==> src/rtl/educell_esmunit_reg.sv <==
// Per-cell ESM history capture: turns raw syndrome bits into detection events
// (current XOR previous) and packs AQMEAS_TH rounds into a window with valid/ack.
`ifndef AQMEAS_TH
`define AQMEAS_TH 4
`endif

module educell_esmunit_reg #(
  parameter int AQMEAS_TH = `AQMEAS_TH,
  parameter int CNT_W     = $clog2(AQMEAS_TH) + 1
) (
  input  logic                 clk,
  input  logic                 rst,
  input  logic                 init,
  input  logic                 meas_valid,
  input  logic                 meas_bit,
  input  logic                 esm_ack,
  output logic [AQMEAS_TH-1:0] esm_reg,
  output logic                 esm_valid,
  output logic [CNT_W-1:0]     round_cnt,
  output logic                 has_event,
  output logic                 multi_event,
  output logic                 overflow
);

  typedef enum logic [1:0] {
    S_IDLE    = 2'd0,
    S_COLLECT = 2'd1,
    S_FULL    = 2'd2
  } state_t;

  state_t                 r_state;
  logic [AQMEAS_TH-1:0]   r_esm;
  logic [CNT_W-1:0]       r_cnt;
  logic                   r_last_bit;
  logic                   r_overflow;

  state_t                 w_state_next;
  logic [AQMEAS_TH-1:0]   w_esm_next;
  logic [CNT_W-1:0]       w_cnt_next;
  logic                   w_last_bit_next;
  logic                   w_overflow_next;

  logic                   w_event;
  logic [AQMEAS_TH-1:0]   w_round_mask;

  assign w_event      = meas_bit ^ r_last_bit;
  assign w_round_mask = AQMEAS_TH'(1) << r_cnt;

  always_ff @(posedge clk or posedge rst) begin
    if (rst) begin
      r_state    <= S_IDLE;
      r_esm      <= '0;
      r_cnt      <= '0;
      r_last_bit <= 1'b0;
      r_overflow <= 1'b0;
    end else begin
      r_state    <= w_state_next;
      r_esm      <= w_esm_next;
      r_cnt      <= w_cnt_next;
      r_last_bit <= w_last_bit_next;
      r_overflow <= w_overflow_next;
    end
  end

  always_comb begin
    w_state_next    = r_state;
    w_esm_next      = r_esm;
    w_cnt_next      = r_cnt;
    w_last_bit_next = r_last_bit;
    w_overflow_next = r_overflow;

    case (r_state)
      S_COLLECT: begin
        if (meas_valid) begin
          w_esm_next      = (r_esm & ~w_round_mask) | (w_round_mask & {AQMEAS_TH{w_event}});
          w_cnt_next      = r_cnt + CNT_W'(1);
          w_last_bit_next = meas_bit;
          if (r_cnt == CNT_W'(AQMEAS_TH - 1)) begin
            w_state_next = S_FULL;
          end
        end
      end
      S_FULL: begin
        if (esm_ack) begin
          // Ack retires the window first; a coincident measurement opens the next one.
          w_state_next = S_COLLECT;
          w_esm_next   = '0;
          w_cnt_next   = '0;
          if (meas_valid) begin
            w_esm_next      = AQMEAS_TH'(w_event);
            w_cnt_next      = CNT_W'(1);
            w_last_bit_next = meas_bit;
            if (AQMEAS_TH == 1) begin
              w_state_next = S_FULL;
            end
          end
        end else if (meas_valid) begin
          w_overflow_next = 1'b1;
        end
      end
      default: begin
      end
    endcase

    if (init) begin
      w_state_next    = S_COLLECT;
      w_esm_next      = '0;
      w_cnt_next      = '0;
      w_last_bit_next = 1'b0;
      w_overflow_next = 1'b0;
    end
  end

  assign esm_reg     = r_esm;
  assign round_cnt   = r_cnt;
  assign overflow    = r_overflow;
  assign esm_valid   = (r_state == S_FULL);
  assign has_event   = |r_esm;
  assign multi_event = |(r_esm & (r_esm - AQMEAS_TH'(1)));

endmodule

==> config.mk <==
export PLATFORM = sky130hd
export DESIGN_NAME = educell_esmunit_reg
export DESIGN_NICKNAME = d
export VERILOG_FILES = /design/src/rtl/educell_esmunit_reg.sv
export SDC_FILE = /design/constraint.sdc
export NUM_CORES = 1
export LEC_CHECK = 0
export ABC_AREA = 1
export CAP_MARGIN = 20
export CORE_UTILIZATION = 55
export CTS_BUF_LIST = sky130_fd_sc_hd__clkbuf_4
export DETAILED_ROUTE_END_ITERATION = 8
export GPL_TIMING_DRIVEN = 0
export HOLD_SLACK_MARGIN = 0.05
export PLACE_DENSITY_LB_ADDON = 0.3
export SYNTH_ARGS = -nofsm -noshare
export SYNTH_HDL_FRONTEND = slang
export SYNTH_SLANG_ARGS = --single-unit
==> constraint.sdc <==
create_clock -name clk -period 3.6 [get_ports clk]
set_clock_uncertainty 0.2 [all_clocks]
set_input_delay 0.72 -clock clk [delete_from_list [all_inputs] [get_ports clk]]
set_output_delay 0.72 -clock clk [all_outputs]
set_load 0.05 [all_outputs]
# Word level (Yosys, flattened, before mapping)
# Index checks and enable logic that the tools add are counted.
# Widths: inputs -> output; s select.
# word_totals
register_bits	11
latch_bits	0
ramBits	0
romBits	0
input_bits	6
memories	0
# op_classes
addsub	2
n_mul	0
div	0
order_cmp	0
eq_ne	7
n_shift	1
muxes	23
bitwise	6
reduce_logical	9
# ops
op	n
$and 4x4->4	3
$mux 4	3
$mux 1	9
$mux 3	3
$ne 3x3->1 const B	3
$mux 2	4
$pmux 4 s2	1
$reduce_or 4->1	2
$pmux 3 s2	1
$reduce_and 3->1	2
$not 4->4	1
$or 4x4->4	1
$pmux 2 s2	1
$reduce_and 4->1	1
$reduce_bool 2->1	2
$shl 1x3->4 const A	1
$sub 4x1->4 const B	1
$add 3x1->3 const B	1
$eq 3x2->1 const B	1
$reduce_bool 3->1	1
$eq 2x1->1 const B	1
$eq 2x2->1 const B	1
$ne 2x2->1 const B	1
$pmux 1 s2	1
2 further kinds	2

# Longest topological paths before layout
# Gate-level depths: netlist of the first run.
# logic_depth
word_depth	7
ltp_mapped	8

# Least setup slack after synthesis of the first run
# Ideal clock, no wire load.
# synth_path
kind	register to output
startpoint	register r_esm[0], in the netlist esm_reg[0]
endpoint	output port multi_event
arrival_time_ps	1333
slack_ps	1347
stages_incl_launch_ff	5
path_buffers	0
path_cell_list	dfrtp_1 > inv_1 > o211ai_1 > nand2_1 > inv_1
# synth_between
elab_chain_len	3
# synth_rtl
item	line_no	text
start, declared	32	logic [AQMEAS_TH-1:0] r_esm;
start signal, assigned	58	r_esm <= w_esm_next;
$sub 4x1->4	119	assign multi_event = |(r_esm & (r_esm - AQMEAS_TH'(1)));
$and 4x4->4 *	119	
$reduce_or 4->1 *	119	
end, declared	21	output logic multi_event,
# Every way passes the cells marked *; elsewhere a longest branch is shown, timed or not.

# Worst setup path in the final report of the first run
# Same ends and word-level chain as after synthesis.

==> results of run 1 <==
[critical path: stages (launching register included)]
cell and delay [ns]:
dfrtp_1 0.37, inv_1 0.10, o211ai_1 0.18, nand2_1 0.07
inv_1 0.05, clkdlybuf4s50_1 0.78
[cell usage after synthesis]
cell type | count | area, um^2
dfrtp_1 | 11 | 275.3
ha_1 | 5 | 62.56
inv_1 | 14 | 52.55
inv_2 | 4 | 15.01
nand2_1 | 34 | 127.6
nand2_2 | 2 | 12.51
nand2_4 | 2 | 22.52
nand3_1 | 6 | 30.03
nand3_2 | 1 | 10.01
nand3b_1 | 1 | 7.510
nand4_1 | 5 | 31.28
nor2_1 | 7 | 26.28
nor2_2 | 1 | 6.260
nor2_4 | 1 | 11.26
nor3_1 | 1 | 5.000
o211ai_1 | 2 | 15.01
o21ai_0 | 5 | 25.02
o21ai_1 | 6 | 30.03
o22ai_1 | 1 | 6.260
or2_2 | 1 | 6.260
[cell type report]
cell class / instances / share of cell area [%]
Inverter: 18 / 6.844
Clock buffer: 4 / 3.042
Timing Repair Buffer: 16 / 16.22
Multi-Input combinational cell: 81 / 44.11
Tap cell: 15 / 1.901
Sequential cell: 11 / 27.88
[how the worst min path moves through the flow]
| stage | end | slack [ns] | from | depth (start not counted) |
|---|---|---|---|---|
| floorplan | r_last_bit | 0.29 | r_last_bit | 2 |
| global placement | esm_reg[0] | 0.30 | esm_reg[0] | 2 |
| detailed placement | esm_reg[1] | 0.31 | esm_reg[1] | 2 |
| CTS | esm_reg[1] | 0.33 | esm_reg[1] | 2 |
| global route | esm_reg[1] | 0.36 | esm_reg[1] | 2 |
| finish | esm_reg[1] | 0.32 | esm_reg[1] | 2 |
[power by group through the flow]
stage	Combinational, mW	Sequential [mW]	Clock (mW)
after floorplan	0.302	0.300	0
after global placement	0.525	0.210	0
after detailed placement	0.538	0.212	0
after CTS	0.543	0.210	0.0942
after global routing	0.595	0.218	0.0982
final	0.542	0.210	0.0934
[metrics by stage]
stage	hold WS, ns	cells	setup slack [ns]
finish	0.3234	145	0.8411
global route	0.3602	145	0.7505
CTS	0.3287	145	0.8245
detailed placement	0.3118	141	1.126
global placement	0.2973	141	1.183
floorplan	0.2946	110	1.347
[metal layers]
layer | global-route usage [%] | vias to the layer above
li1 | - | 396
met4 | 14.66 | 0
met1 | 34.03 | 356
met5 | 0 | -
met3 | 3.977 | 6
met2 | 46.72 | 17
[placed cells by master, fill, tap and decap left out, types with 2 or more instances in the layout]
master,instances
clkbuf_4,4
clkdlybuf4s50_1,16
dfrtp_1,11
ha_1,5
inv_1,14
inv_2,4
nand2_1,34
nand2_2,2
nand2_4,2
nand3_1,6
nand4_1,5
nor2_1,7
o211ai_1,2
o21ai_0,5
o21ai_1,6
[cell families (layout without fill, tap and decap cells)]
kind of cell	after synthesis	in the layout	synth area share (%)
and+or+nand+nor	62	62	38.10
AOI/OAI and AO/OA	14	14	9.807
buffers and inverters	18	38	8.681
adders and majority gates	5	5	8.039
DFF	11	11	35.37
==> results.py, run 1 <==
metrics = {
    "timing": {
        "tightest_slew_ns": 0.5003,
        "fin_crit_sh_pct": 76.64,
        "tns_ns": 0,
        "fmax_mhz": 362.5,
        "hold_viol_final": 0,
        "max-slew-margin-rel_pct": 66.54,
        "period_needed_ns": 2.759,
        "setup_viol": 0,
        "rsz0062_at_grt": "no",
        "maxSlewViolCount": 0,
    },
    "yosys": {
        "synth_cell_type_count": 20,
        "synth_area_um2": 778.2,
        "synthesis.nets": 121,
        "ys_seq_area_share_pct": 35.37,
        "ys_warn_count": 0,
        "synth-seq-cells": 11,
        "avgSynthCellArea_um2": 7.075,
        "synthesis.instances": 110,
    },
    "drt": {
        "vias": 775,
        "dr_wl_met2_um": 849,
        "drt-total-wl_um": 1785,
        "drt_iter0_drc": 36,
        "wl_met1_um": 828,
        "ant_nets": 0,
        "vias_per_cell": 5.345,
        "drc": 0,
        "drtPass1Iterations": 5,
        "post_drt_wl_per_cell_um": 12.31,
        "met3_length_um": 65,
        "highest_layer": "met4",
    },
    "die": {
        "placeableCoreArea_um2": 1301,
        "num_io_pins": 17,
        "die_area_um2": 1569,
        "die_w_um": 39.62,
        "initial_core_util_pct": 59.81,
        "rows": 13,
        "die_y_um": 39.62,
    },
    "clock_tree": {
        "root_buffer": "clkbuf_4",
        "clk_latency_ns": 0.27,
        "cts_tree": "yes",
        "clockBufferDepth": 2,
        "cts_hold_buf": 0,
        "cts_max_level": 1,
        "postCtsSetupRepairBufs": 0,
        "cts_made_buffers": 3,
        "cts_resized": 0,
        "clkSinkCount": 11,
        "clk_pin_slew_ns": 0.07,
    },
    "power_and_ir_drop": {
        "power.internal_uw": 394.5,
        "switching_share_pct": 53.32,
        "ir_drop_v": 0.0005023,
        "total_power_uw": 845.2,
        "leakage_nw": 0.4880,
        "clkPwrFrac_pct": 11.1,
        "power_frac_seq_pct": 24.9,
        "p_per_area_nw_per_um2": 856.1,
        "p_switching_uw": 450.6,
        "p_comb_share_pct": 64.1,
    },
    "final_layout": {
        "drive_above_1_share_pct": 12.31,
        "ff_latch_area_um2": 275.3,
        "syn_to_final_growth_pct": 26.85,
        "antenna_cells": 0,
        "fillers": 99,
        "multi_input_area_um2": 435.4,
        "fin_nets": 142,
        "largest_reg_flops": 4,
        "utilization_pct": 75.87,
        "design_area_um2": 987.2,
    },
    "setup_path": {
        "endpoint_kind": "output pin",
        "crit_end": "multi_event",
        "r2r_end": "r_state[1]",
        "path_class": "reg2out",
        "crit_required_ns": 2.68,
        "regToRegStartpoint": "round_cnt[0]",
        "crit_fanout": 4,
        "rr_worst_depth": 7,
        "cp-startpoint": "esm_reg[0]",
        "start_kind": "flop",
        "worst_ep_arrival_time_ns": 1.84,
        "rrSetupSlack_ns": 1.98,
    },
    "grt": {
        "grt_pass1_wl_um": 2884,
        "grt_pass1_vias": 665,
        "globalRouteTotalUtil_pct": 27.96,
        "overflow": 0,
        "grt_max_degree": 12,
        "antenna_found_initial": 0,
    },
    "placement": {
        "dpl_cell_area_um2": 957.2,
        "gp_congestion": 0.8055,
        "dp_hpwl_um": 1339,
        "port_buffers": 16,
    },
    "job": {
        "maxCapViolations": 0,
    },
    "status": {
        "status": "finished clean",
    },
    "hold_path": {
        "hold_class": "reg2reg",
    },
}
(Power assumes the default switching activity.)
==> run 2, diff against run 1 <==
Settings changed: CORE_UTILIZATION 55 to 51.
Clock period 3.6 ns to 2.72 ns, I/O delays scaled along.
==> run 2 against run 1 <==
  * Sequential power grew 33%
  * Total power increased by 32%
  * Design area did not move
  * Routed wire length decreased by 0.73%
  * First-iteration DRC count is 42% lower
  * Via count decreased by 1.2%
  * Highest routed layer unchanged
==> results.py, run 2 (synthesized netlist as in run 1, its figures left out) <==
metrics = {
    "die": {
        "die_area_um2": 1686,
        "die_w_um": 41.07,
        "num_io_pins": 17,
        "die_y_um": 41.07,
        "initial_core_util_pct": 56.96,
        "rows": 13,
        "placeableCoreArea_um2": 1366,
    },
    "clock_tree": {
        "clkSinkCount": 11,
        "cts_tree": "yes",
        "postCtsSetupRepairBufs": 0,
        "root_buffer": "clkbuf_4",
        "cts_resized": 0,
        "clk_latency_ns": 0.27,
        "cts_hold_buf": 0,
        "clockBufferDepth": 2,
        "cts_made_buffers": 3,
        "cts_max_level": 1,
        "clk_pin_slew_ns": 0.07,
    },
    "final_layout": {
        "ff_latch_area_um2": 275.3,
        "syn_to_final_growth_pct": 26.85,
        "multi_input_area_um2": 435.4,
        "drive_above_1_share_pct": 12.31,
        "fillers": 115,
        "final_common_cell": "nand2_1",
        "design_area_um2": 987.2,
        "layout_common_cells": "nand2_1, clkdlybuf4s50_1, inv_1",
        "antenna_cells": 0,
        "largest_reg_flops": 4,
        "fin_nets": 142,
    },
    "setup_path": {
        "path_class": "reg2out",
        "max_stage_delay_ns": 0.78,
        "rrSetupSlack_ns": 1.09,
        "crit_top_cell": "inv_1",
        "worst_ep_arrival_time_ns": 1.83,
        "crit_fanout": 4,
        "start_kind": "flop",
        "crit_required_ns": 1.98,
        "slowest_stage": "clkdlybuf4s50_1",
        "endpoint_kind": "output pin",
        "path_cells": "inv_1 > o211ai_1 > nand2_1 > inv_1 > clkdlybuf4s50_1",
    },
    "power_and_ir_drop": {
        "ir_drop_v": 0.0005974,
        "leakage_nw": 0.4880,
        "p_per_area_nw_per_um2": 1129,
    },
    "timing": {
        "maxSlewViolCount": 0,
        "fmax_mhz": 388.8,
        "period_needed_ns": 2.572,
        "setup_viol": 0,
        "rsz0062_at_grt": "no",
        "fin_crit_sh_pct": 94.56,
        "tightest_slew_ns": 0.5082,
        "tns_ns": 0,
        "max-slew-margin-rel_pct": 66.01,
        "hold_viol_final": 0,
    },
    "hold_path": {
        "hold_class": "reg2reg",
    },
    "drt": {
        "ant_nets": 0,
        "vias": 766,
        "drtPass1Iterations": 5,
        "drt-total-wl_um": 1772,
        "vias_per_cell": 5.283,
        "drc": 0,
        "drt_iter0_drc": 21,
        "post_drt_wl_per_cell_um": 12.22,
    },
    "status": {
        "status": "finished clean",
    },
    "placement": {
        "dpl_cell_area_um2": 957.2,
        "dp_hpwl_um": 1291,
        "gp_congestion": 0.8077,
        "port_buffers": 16,
    },
    "grt": {
        "antenna_found_initial": 0,
        "overflow": 0,
        "grt_pass1_vias": 625,
        "grt_pass1_wl_um": 2649,
        "globalRouteTotalUtil_pct": 25.08,
        "grt_max_degree": 12,
    },
    "job": {
        "maxCapViolations": 0,
    },
}
run 2: cell counts in the layout (fill, tap and decap cells not counted):
Identical to the previous run, type by type.
run 2: worst max-delay path, delay by kind of cell, from the launching register on:
family                 cells  cell delay [ns]
buffers and inverters      3             0.93
DFF                        1             0.38
AOI/OAI and AO/OA          1             0.17
and+or+nand+nor            1             0.07
run 2: layout make-up:
type | count | area share, %
Tap cell | 15 | 1.901
Inverter | 18 | 6.844
Multi-Input combinational cell | 81 | 44.11
Clock buffer | 4 | 3.042
Timing Repair Buffer | 16 | 16.22
Sequential cell | 11 | 27.88
run 2: metrics by stage:
step                      power (mW)  worst slack [ns]  hold WS (ns)  utilization (%)  instances
after detailed placement      0.9903            0.4543        0.3057            70.05        141
final                          1.115            0.1481        0.3310            72.25        145
after global routing           1.206           0.03087        0.3585            72.25        145
after CTS                      1.120            0.1480        0.3244            72.25        145
after floorplan               0.7967            0.6433        0.1964                -        110
after global placement        0.9735            0.4815        0.3005            70.05        141
run 2: routing by layer:
metal / vias to the layer above / GRT usage [%] / wire [um]
li1: 400 / - / -
met1: 338 / 29.84 / 805
met2: 22 / 42.58 / 858
met3: 6 / 3.261 / 69
met4: 0 / 14.17 / 40
met5: - / 0 / 0
run 2: power by group:
part | switching (mW) | internal, mW | total, mW
sequential | 0.0621 | 0.218 | 0.280
clock | 0.0578 | 0.0668 | 0.125
combinational | 0.473 | 0.237 | 0.710
run 2: worst paths after layout:
path | start | endpoint | depth (start not counted)
hold / removal | esm_reg[0] | esm_reg[0] | 2
setup reg to reg | round_cnt[0] | r_state[1] | 7
min in group asynchronous | rst | r_state[1] | 2
setup / recovery | esm_reg[0] | multi_event | 5
hold reg to reg | esm_reg[0] | esm_reg[0] | 2
max in group asynchronous | rst | esm_reg[3] | 2
